**src/rtl/branch_operand_fwd_if.sv**
```systemverilog
// Signal bundle between the pipeline (master) and the branch operand forwarding unit (slave).
interface branch_operand_fwd_if #(
  parameter int unsigned XLEN  = 32,
  parameter int unsigned RAW   = 5,
  parameter int unsigned CNT_W = 16
);
  logic            id_valid;
  logic [RAW-1:0]  id_rs1;
  logic [RAW-1:0]  id_rs2;
  logic            id_use_rs1;
  logic            id_use_rs2;
  logic [XLEN-1:0] rf_rdata1;
  logic [XLEN-1:0] rf_rdata2;
  logic            ex_valid;
  logic            ex_we;
  logic            ex_is_load;
  logic [RAW-1:0]  ex_rd;
  logic [XLEN-1:0] ex_result;
  logic            mem_valid;
  logic            mem_we;
  logic            mem_is_load;
  logic            mem_rvalid;
  logic [RAW-1:0]  mem_rd;
  logic [XLEN-1:0] mem_result;
  logic            wb_we;
  logic [RAW-1:0]  wb_rd;
  logic [XLEN-1:0] wb_data;
  logic [XLEN-1:0] rdata_FA;
  logic [XLEN-1:0] rdata_FB;
  logic            Stall;
  logic [1:0]      stall_state;
  logic [CNT_W-1:0] stall_cnt;
  logic            mem_timeout;

  modport master (
    output id_valid, id_rs1, id_rs2, id_use_rs1, id_use_rs2, rf_rdata1, rf_rdata2,
           ex_valid, ex_we, ex_is_load, ex_rd, ex_result,
           mem_valid, mem_we, mem_is_load, mem_rvalid, mem_rd, mem_result,
           wb_we, wb_rd, wb_data,
    input  rdata_FA, rdata_FB, Stall, stall_state, stall_cnt, mem_timeout
  );

  modport slave (
    input  id_valid, id_rs1, id_rs2, id_use_rs1, id_use_rs2, rf_rdata1, rf_rdata2,
           ex_valid, ex_we, ex_is_load, ex_rd, ex_result,
           mem_valid, mem_we, mem_is_load, mem_rvalid, mem_rd, mem_result,
           wb_we, wb_rd, wb_data,
    output rdata_FA, rdata_FB, Stall, stall_state, stall_cnt, mem_timeout
  );
endinterface

```
**src/rtl/branch_operand_fwd.sv**
```systemverilog
// Operand forwarding and load hazard detection for the branch operand register stage,
// with stall-episode FSM, memory-wait watchdog and saturating stall counter.
module branch_operand_fwd #(
  parameter int unsigned XLEN    = 32,
  parameter int unsigned RAW     = 5,
  parameter int unsigned CNT_W   = 16,
  parameter int unsigned TIMEOUT = 15
) (
  input  logic clk,
  input  logic rst,
  branch_operand_fwd_if.slave bus
);

  localparam int unsigned WW = $clog2(TIMEOUT + 1);
  localparam logic [WW-1:0] TO_W = WW'(TIMEOUT);

  typedef enum logic [1:0] {
    ST_RUN = 2'd0,
    ST_LU  = 2'd1,
    ST_MW  = 2'd2
  } state_e;

  state_e           state_q, state_d;
  logic [WW-1:0]    wait_cnt_q, wait_cnt_d;
  logic [CNT_W-1:0] stall_cnt_q, stall_cnt_d;
  logic             timeout_q, timeout_d;

  logic             need_a, need_b;
  logic             ex_a, ex_b, mem_a, mem_b, wb_a, wb_b;
  logic             mem_ready;
  logic             haz_lu, haz_mw, stall;

  function automatic logic [XLEN-1:0] pick(
    input logic            need,
    input logic            m_ex,
    input logic            m_mem,
    input logic            m_wb,
    input logic            ex_ld,
    input logic            mem_rdy,
    input logic [XLEN-1:0] ex_res,
    input logic [XLEN-1:0] mem_res,
    input logic [XLEN-1:0] wb_res,
    input logic [XLEN-1:0] rf_res
  );
    if (!need)                 return '0;
    else if (m_ex && !ex_ld)   return ex_res;
    else if (m_mem && mem_rdy) return mem_res;
    else if (m_wb)             return wb_res;
    else                       return rf_res;
  endfunction

  // x0 is never a real dependency, so a zero index masks every match.
  assign need_a = bus.id_use_rs1 && (bus.id_rs1 != '0);
  assign need_b = bus.id_use_rs2 && (bus.id_rs2 != '0);

  assign ex_a  = bus.ex_valid && bus.ex_we && (bus.ex_rd == bus.id_rs1);
  assign ex_b  = bus.ex_valid && bus.ex_we && (bus.ex_rd == bus.id_rs2);
  assign mem_a = bus.mem_valid && bus.mem_we && (bus.mem_rd == bus.id_rs1);
  assign mem_b = bus.mem_valid && bus.mem_we && (bus.mem_rd == bus.id_rs2);
  assign wb_a  = bus.wb_we && (bus.wb_rd == bus.id_rs1);
  assign wb_b  = bus.wb_we && (bus.wb_rd == bus.id_rs2);

  assign mem_ready = !bus.mem_is_load || bus.mem_rvalid;

  assign haz_lu = bus.id_valid && bus.ex_is_load &&
                  ((need_a && ex_a) || (need_b && ex_b));
  assign haz_mw = bus.id_valid && bus.mem_is_load && !bus.mem_rvalid &&
                  ((need_a && mem_a) || (need_b && mem_b));
  assign stall  = !rst && (haz_lu || haz_mw);

  always_comb begin
    bus.rdata_FA = '0;
    bus.rdata_FB = '0;
    if (!rst) begin
      bus.rdata_FA = pick(need_a, ex_a, mem_a, wb_a, bus.ex_is_load, mem_ready,
                          bus.ex_result, bus.mem_result, bus.wb_data, bus.rf_rdata1);
      bus.rdata_FB = pick(need_b, ex_b, mem_b, wb_b, bus.ex_is_load, mem_ready,
                          bus.ex_result, bus.mem_result, bus.wb_data, bus.rf_rdata2);
    end
  end

  always_comb begin
    state_d     = ST_RUN;
    wait_cnt_d  = '0;
    stall_cnt_d = stall_cnt_q;
    timeout_d   = timeout_q;
    if (haz_mw)      state_d = ST_MW;
    else if (haz_lu) state_d = ST_LU;
    if (state_d == ST_MW)
      wait_cnt_d = (wait_cnt_q == TO_W) ? wait_cnt_q : wait_cnt_q + 1'b1;
    // Sticky flag observes the post-edge count so it rises with the final wait cycle.
    if (wait_cnt_d == TO_W) timeout_d = 1'b1;
    if (stall && (stall_cnt_q != '1)) stall_cnt_d = stall_cnt_q + 1'b1;
  end

  always_ff @(posedge clk) begin
    if (rst) begin
      state_q     <= ST_RUN;
      wait_cnt_q  <= '0;
      stall_cnt_q <= '0;
      timeout_q   <= 1'b0;
    end else begin
      state_q     <= state_d;
      wait_cnt_q  <= wait_cnt_d;
      stall_cnt_q <= stall_cnt_d;
      timeout_q   <= timeout_d;
    end
  end

  assign bus.Stall       = stall;
  assign bus.stall_state = state_q;
  assign bus.stall_cnt   = stall_cnt_q;
  assign bus.mem_timeout = timeout_q;

endmodule

```
**src/flat_wrapper.sv**
```systemverilog
// flat-port wrapper written by rule: the top's interface ports become plain ports
module branch_operand_fwd_flat 
#(
  parameter int unsigned XLEN    = 32,
  parameter int unsigned RAW     = 5,
  parameter int unsigned CNT_W   = 16,
  parameter int unsigned TIMEOUT = 15
)
  (clk, rst, bus_id_valid, bus_id_rs1, bus_id_rs2, bus_id_use_rs1, bus_id_use_rs2, bus_rf_rdata1, bus_rf_rdata2, bus_ex_valid, bus_ex_we, bus_ex_is_load, bus_ex_rd, bus_ex_result, bus_mem_valid, bus_mem_we, bus_mem_is_load, bus_mem_rvalid, bus_mem_rd, bus_mem_result, bus_wb_we, bus_wb_rd, bus_wb_data, bus_rdata_FA, bus_rdata_FB, bus_Stall, bus_stall_state, bus_stall_cnt, bus_mem_timeout);
  branch_operand_fwd_if #(.XLEN(XLEN), .RAW(RAW), .CNT_W(CNT_W)) bus_i ();
  input  logic clk;
  input  logic rst;
  input wire logic [$bits(bus_i.id_valid)-1:0] bus_id_valid;
  input wire logic [$bits(bus_i.id_rs1)-1:0] bus_id_rs1;
  input wire logic [$bits(bus_i.id_rs2)-1:0] bus_id_rs2;
  input wire logic [$bits(bus_i.id_use_rs1)-1:0] bus_id_use_rs1;
  input wire logic [$bits(bus_i.id_use_rs2)-1:0] bus_id_use_rs2;
  input wire logic [$bits(bus_i.rf_rdata1)-1:0] bus_rf_rdata1;
  input wire logic [$bits(bus_i.rf_rdata2)-1:0] bus_rf_rdata2;
  input wire logic [$bits(bus_i.ex_valid)-1:0] bus_ex_valid;
  input wire logic [$bits(bus_i.ex_we)-1:0] bus_ex_we;
  input wire logic [$bits(bus_i.ex_is_load)-1:0] bus_ex_is_load;
  input wire logic [$bits(bus_i.ex_rd)-1:0] bus_ex_rd;
  input wire logic [$bits(bus_i.ex_result)-1:0] bus_ex_result;
  input wire logic [$bits(bus_i.mem_valid)-1:0] bus_mem_valid;
  input wire logic [$bits(bus_i.mem_we)-1:0] bus_mem_we;
  input wire logic [$bits(bus_i.mem_is_load)-1:0] bus_mem_is_load;
  input wire logic [$bits(bus_i.mem_rvalid)-1:0] bus_mem_rvalid;
  input wire logic [$bits(bus_i.mem_rd)-1:0] bus_mem_rd;
  input wire logic [$bits(bus_i.mem_result)-1:0] bus_mem_result;
  input wire logic [$bits(bus_i.wb_we)-1:0] bus_wb_we;
  input wire logic [$bits(bus_i.wb_rd)-1:0] bus_wb_rd;
  input wire logic [$bits(bus_i.wb_data)-1:0] bus_wb_data;
  output wire logic [$bits(bus_i.rdata_FA)-1:0] bus_rdata_FA;
  output wire logic [$bits(bus_i.rdata_FB)-1:0] bus_rdata_FB;
  output wire logic [$bits(bus_i.Stall)-1:0] bus_Stall;
  output wire logic [$bits(bus_i.stall_state)-1:0] bus_stall_state;
  output wire logic [$bits(bus_i.stall_cnt)-1:0] bus_stall_cnt;
  output wire logic [$bits(bus_i.mem_timeout)-1:0] bus_mem_timeout;
  assign bus_i.id_valid = bus_id_valid;
  assign bus_i.id_rs1 = bus_id_rs1;
  assign bus_i.id_rs2 = bus_id_rs2;
  assign bus_i.id_use_rs1 = bus_id_use_rs1;
  assign bus_i.id_use_rs2 = bus_id_use_rs2;
  assign bus_i.rf_rdata1 = bus_rf_rdata1;
  assign bus_i.rf_rdata2 = bus_rf_rdata2;
  assign bus_i.ex_valid = bus_ex_valid;
  assign bus_i.ex_we = bus_ex_we;
  assign bus_i.ex_is_load = bus_ex_is_load;
  assign bus_i.ex_rd = bus_ex_rd;
  assign bus_i.ex_result = bus_ex_result;
  assign bus_i.mem_valid = bus_mem_valid;
  assign bus_i.mem_we = bus_mem_we;
  assign bus_i.mem_is_load = bus_mem_is_load;
  assign bus_i.mem_rvalid = bus_mem_rvalid;
  assign bus_i.mem_rd = bus_mem_rd;
  assign bus_i.mem_result = bus_mem_result;
  assign bus_i.wb_we = bus_wb_we;
  assign bus_i.wb_rd = bus_wb_rd;
  assign bus_i.wb_data = bus_wb_data;
  assign bus_rdata_FA = bus_i.rdata_FA;
  assign bus_rdata_FB = bus_i.rdata_FB;
  assign bus_Stall = bus_i.Stall;
  assign bus_stall_state = bus_i.stall_state;
  assign bus_stall_cnt = bus_i.stall_cnt;
  assign bus_mem_timeout = bus_i.mem_timeout;
  branch_operand_fwd #(.XLEN(XLEN), .RAW(RAW), .CNT_W(CNT_W), .TIMEOUT(TIMEOUT)) u_core (.clk(clk), .rst(rst), .bus(bus_i));
endmodule
```
**config.mk**
```make
export PLATFORM = sky130hd
export DESIGN_NAME = branch_operand_fwd_flat
export DESIGN_NICKNAME = d
export VERILOG_FILES = /design/src/rtl/branch_operand_fwd_if.sv /design/src/rtl/branch_operand_fwd.sv /design/src/flat_wrapper.sv
export SDC_FILE = /design/constraint.sdc
export NUM_CORES = 1
export LEC_CHECK = 0
export ABC_AREA = 0
export CAP_MARGIN = 10
export CORE_ASPECT_RATIO = 0.8
export CORE_UTILIZATION = 32
export DETAILED_ROUTE_END_ITERATION = 8
export GPL_TIMING_DRIVEN = 0
export PLACE_DENSITY = 0.8
export SYNTH_ARGS = -nofsm -noshare
export SYNTH_HDL_FRONTEND = slang
export SYNTH_SLANG_ARGS = --single-unit
```
**constraint.sdc**
```tcl
create_clock -name clk -period 2.3 [get_ports clk]
set_input_delay 0.345 -clock clk [delete_from_list [all_inputs] [get_ports clk]]
set_output_delay 0.345 -clock clk [all_outputs]
set_load 0.01 [all_outputs]
```
## Word level (Yosys, flattened, before mapping)

Index checks and enable logic that the tools add are counted.

- Add/subtract/negate cells: 2
- Equal/unequal tests: 10
- Mux-type cells: 14
- Reductions and logical operators: 35

Operators with widths:

| operator | count |
|---|---|
| two-way mux 32 bit | 10 |
| equality test 5 bit | 6 |
| logical AND 1 bit | 25 |
| adder 16 x 1 -> 16 bit (second input constant) | 1 |
| != test 16 bit (second input constant) | 1 |
| nonzero test 5 bit | 2 |
| equality test 4 bit (second input constant) | 2 |
| two-way mux 4 bit | 2 |
| adder 4 x 1 -> 4 bit (second input constant) | 1 |
| logical NOT 1 bit | 4 |
| logical OR 1 bit | 4 |
| equality test 2 bit (second input constant) | 1 |
| two-way mux 2 bit | 1 |
| two-way mux 1 bit | 1 |

- Flip-flop bits (word level): 23
- Input port bits: 198
- Output and inout bits: 84
- Word-level logic and storage cells: 65

## Logic depth before layout (Yosys ltp)

- Word-level depth: 10
- Mapped depth: 8
- Gate-level depth less buffers: 6

## Least setup slack after synthesis

OpenSTA, ideal clock, no wires.

- Path type: input to output
- Start point: in bus_id_rs1[1]
- End point: out bus_Stall
- Data arrival time: 2.015 ns
- Required time: 1.955 ns
- Slack: -0.060 ns
- Stages on the path: 6
- Path buffers: 0
- Cells stage by stage: or4_4 -> o21ai_4 -> and4b_4 -> nor2_1 -> inv_1 -> or3_1

- Word-level cells in the longest chain between the ends: 7
- Elaborated cells between the ends (all ways): 14
- Classes of those cells: eq/ne (2); reduce/logical (12)

RTL lines:

| what | RTL line | RTL |
|---|---|---|
| start: declaration | flat_wrapper.sv:14 | `input wire logic [$bits(bus_i.id_rs1)-1:0] bus_id_rs1;` |
| equality test 5 bit (tied with other cells) | branch_operand_fwd.sv:56 | `assign ex_a = bus.ex_valid && bus.ex_we && (bus.ex_rd == bus.id_rs1);` |
| logical AND 1 bit (on tied branches) | branch_operand_fwd.sv:56, branch_operand_fwd.sv:53, branch_operand_fwd.sv:58 |  |
| logical AND 1 bit (on tied branches) | branch_operand_fwd.sv:66, branch_operand_fwd.sv:68 |  |
| logical OR 1 bit (on tied branches) | branch_operand_fwd.sv:66, branch_operand_fwd.sv:68 |  |
| logical AND 1 bit (on tied branches) | branch_operand_fwd.sv:65, branch_operand_fwd.sv:67 |  |
| logical OR 1 bit (*) | branch_operand_fwd.sv:69 | `assign stall = !rst && (haz_lu \|\| haz_mw);` |
| logical AND 1 bit (*) | branch_operand_fwd.sv:69 |  |
| end: declaration | flat_wrapper.sv:36 | `output wire logic [$bits(bus_i.Stall)-1:0] bus_Stall;` |

Every way passes the cells marked *; elsewhere a longest branch is shown, timed or not.

## Worst setup path after layout

- Start point: in bus_id_rs1[2]
- End point: out bus_rdata_FA[5]

- Word-level cells in the longest chain between the ends: 7
- Elaborated cells between the ends (all ways): 15
- Classes of those cells: eq/ne (3); mux (5); reduce/logical (7)

RTL lines:

| what | RTL line | RTL |
|---|---|---|
| equality test 5 bit (on tied branches) | branch_operand_fwd.sv:60, branch_operand_fwd.sv:58 |  |
| logical AND 1 bit (on tied branches) | branch_operand_fwd.sv:60, branch_operand_fwd.sv:58 |  |
| two-way mux 32 bit / logical AND 1 bit (equally long branches) | branch_operand_fwd.sv:48, branch_operand_fwd.sv:47 |  |
| two-way mux 32 bit | branch_operand_fwd.sv:47 | `else if (m_mem && mem_rdy) return mem_res;` |
| two-way mux 32 bit | branch_operand_fwd.sv:46 | `else if (m_ex && !ex_ld) return ex_res;` |
| two-way mux 32 bit (*) | branch_operand_fwd.sv:45 | `if (!need) return '0;` |
| two-way mux 32 bit (*) | branch_operand_fwd.sv:74 | `if (!rst) begin` |
| end: declaration | flat_wrapper.sv:34 | `output wire logic [$bits(bus_i.rdata_FA)-1:0] bus_rdata_FA;` |

Marked as above.

==> out/qor.csv <==
metric;value;unit
synth_edf_count;0;
clk_pin_slew;60;ps
crit_fanout;6;
grt_start_max_net_pins;13;
worst_pin_slew;645;ps
crit_required;1960;ps
yosysWarnings;0;
vias;6109;
cts_tree;built;
die_h;98.5;um
fillCellCount;631;
total_power;1870;uW
yosys_register_bits;23;
p_leak;0.00393;uW
dp_hpwl;14.4;mm
synth_nets;698;
slowest_delay;360;ps
synthCells;498;
clkSinkCount;23;
slew_headroom;57.0;%
power.density;206;nW/um^2
switching_share;32.5;%
clk_latency;260;ps
grt_pass1_wl;33.4;mm
num_antenna_cells;0;
seqPwrFrac;21.3;%
maxCapViolations;0;
syn_to_final_growth;144;%
drt_iter0_drc;390;
io_buffers;281;
via_per_inst;6.01;
clock_path_buffers;2;
vdd_drop_max;0.248;mV
detail_route.wirelength;24.8;mm
hold_viol_final;0;
power.share.clock;20.6;%
core_area;11100;um^2
worst_slack;-321;ps
worstSetupPathType;in2out;
p_comb_share;58.2;%
antenna_found_initial;0;
clock-root-buffer;clkbuf_16;
htree_levels;1;
globalRouteOverflowTotal;0;
grt_usage;35.4;%
fin_crit;2620;ps
ctsHoldBuffers;0;
io_pins;282;
multi_input_area;4150;um^2
critPathSlowestCell;nor4_2;
die_x;123;um
fp.dieArea;12100;um^2
routabilityCongestion;0.942;
dr.pass1.iters;7;
ff2ff_path_depth;7;
cts_buffers;3;
crit_chain;buf_8 > xor2_2 > nor4_2 > and3_4 > buf_12 > buf_12 > buf_6 > mux2i_2 > a211oi_2 > a21o_1 > buf_2;
avgSynthCellArea;7.47;um^2
failed_checks;setup timing;
row_count;34;
worstPathArrival;2280;ps
max_freq;382;MHz
p_int;1260;uW
syn_area;3720;um^2
hold_class;reg2reg;
grt_pass1_vias;6213;
crit_top_cell;buf_12;
finalMaxSlewViolations;0;
finalSetupViolations;79;
start_util;33.5;%
final_common_cell;clkdlybuf4s50_1;
drcViolationCount;0;
drive_gt1_share;43.2;%
fin_tns_setup;-16560;ps
final_cell_mix;clkdlybuf4s50_1 (185), nor2_1 (75), a21o_1 (64);
clock_skew;7.12;ps
nets;1073;
async_reset_ff_share;0;%
setup.worst_path.start_class;input pin;
switchingPower;609;uW
crit_path_end_kind;output pin;
synthFlopType;dfxtp_1;
hold_depth;2;
fin_cells;1016;
routedWlPerCell;24.4;um
seq_area;460;um^2
outcome;complete, but fails checks;
min_period_over_period;114;%
rsz0062_at_grt;yes;
drtAntennaViolNets;0;
final_core_util;81.8;%
dp_cells;923;
synth-seq-area-share;12.4;%
synth.distinct_cells;53;
power by group through the flow:
stage,sequential [uW],combinational [uW],clock [uW]
after floorplan,407,239,0
after global placement,407,766,0
after detailed placement,407,778,0
after CTS,399,945,382
after global routing,398,1130,407
final,398,1090,385
final timing paths:
kind | from | to | slack (ps)
setup / recovery | bus_id_rs1[2] | bus_rdata_FA[5] | -320
hold / removal | u_core.bus.mem_timeout | u_core.bus.mem_timeout | 510
setup reg to reg | u_core.bus.stall_cnt[0] | u_core.bus.stall_cnt[7] | 10
hold reg to reg | u_core.bus.mem_timeout | u_core.bus.mem_timeout | 510
layout make-up:
cell class,count,share of cell area (%)
Timing Repair Buffer,372,40.6
Multi-Input combinational cell,436,45.7
Tap cell,144,1.98
Clock buffer,4,0.868
Buffer,34,5.72
Sequential cell,23,5.07
Inverter,3,0.124
flip-flops by register name, indices dropped and copies added, names as in the netlist:
name / cells
u_core.wait_cnt_q: 4
u_core.bus.stall_cnt: 16
u_core.bus.stall_state: 2
u_core.bus.mem_timeout: 1
worst max-delay path: cells and delay by family:
family          cells  cell delay [ps]
xor+xnor            1              170
simple gates        2              640
compound gates      2              260
mux                 1              220
buf+inv             5              650
metrics by stage:
step | hold WS (ps) | worst slack, ps | cell area, um^2
floorplan | 476 | -1.15 | 3720
global placement | 448 | -1790 | 6720
detailed placement | 448 | -1800 | 6720
CTS | 457 | -251 | 8430
global route | 524 | -351 | 9080
finish | 511 | -321 | 9080
synth_stat cells (2+ instances only):
master,n,area share [%]
nor2_1,84,8.5
a211oi_1,65,13
mux2i_1,65,17
a21o_1,64,13
clkbuf_1,28,2.8
xor2_1,26,6.1
dfxtp_1,23,12
nand3_1,12,1.6
nand2_1,11,1.1
nor4_1,10,1.7
nor2b_1,8,1.3
o21ai_0,8,1.1
buf_2,7,0.94
a21oi_1,6,0.81
and3_1,5,0.84
mux2_2,5,1.5
nand4_1,5,0.84
nor3_1,5,0.67
or3_1,5,0.84
or4_1,5,1.0
xnor2_1,5,1.2
inv_1,3,0.30
mux2_1,3,0.91
nand2b_1,3,0.50
a31oi_1,2,0.34
and3b_1,2,0.47
and4_1,2,0.47
and4_2,2,0.54
buf_6,2,0.61
ha_1,2,0.67
o21ai_1,2,0.27
or4b_1,2,0.54
layer usage:
metal  wire (um)  vias up  track usage, %
met3        2190      127            6.48
li1            -     2630               -
met5           0        -               0
met1        9010     2885            42.2
met2       12200      467            62.5
met4        1400        0            13.7
logic make-up (layout without fill, tap and decap cells):
kind of cell	after synthesis	in the layout	synth area share, %
compound gates	157	157	31.0
xor+xnor	31	31	7.30
fa+ha+maj	2	2	0.672
buf+inv	41	413	4.94
flops	23	23	12.4
mux	73	73	19.9
simple gates	171	173	23.8
what timing repair did:
item                       CTS  global route
setup endpoints to repair   81            81
resized for setup          644           143
pin swaps                   92            73
setup buffers               59            23
cloned                      16             2
Note: power is estimated with default switching activity, not from simulation.
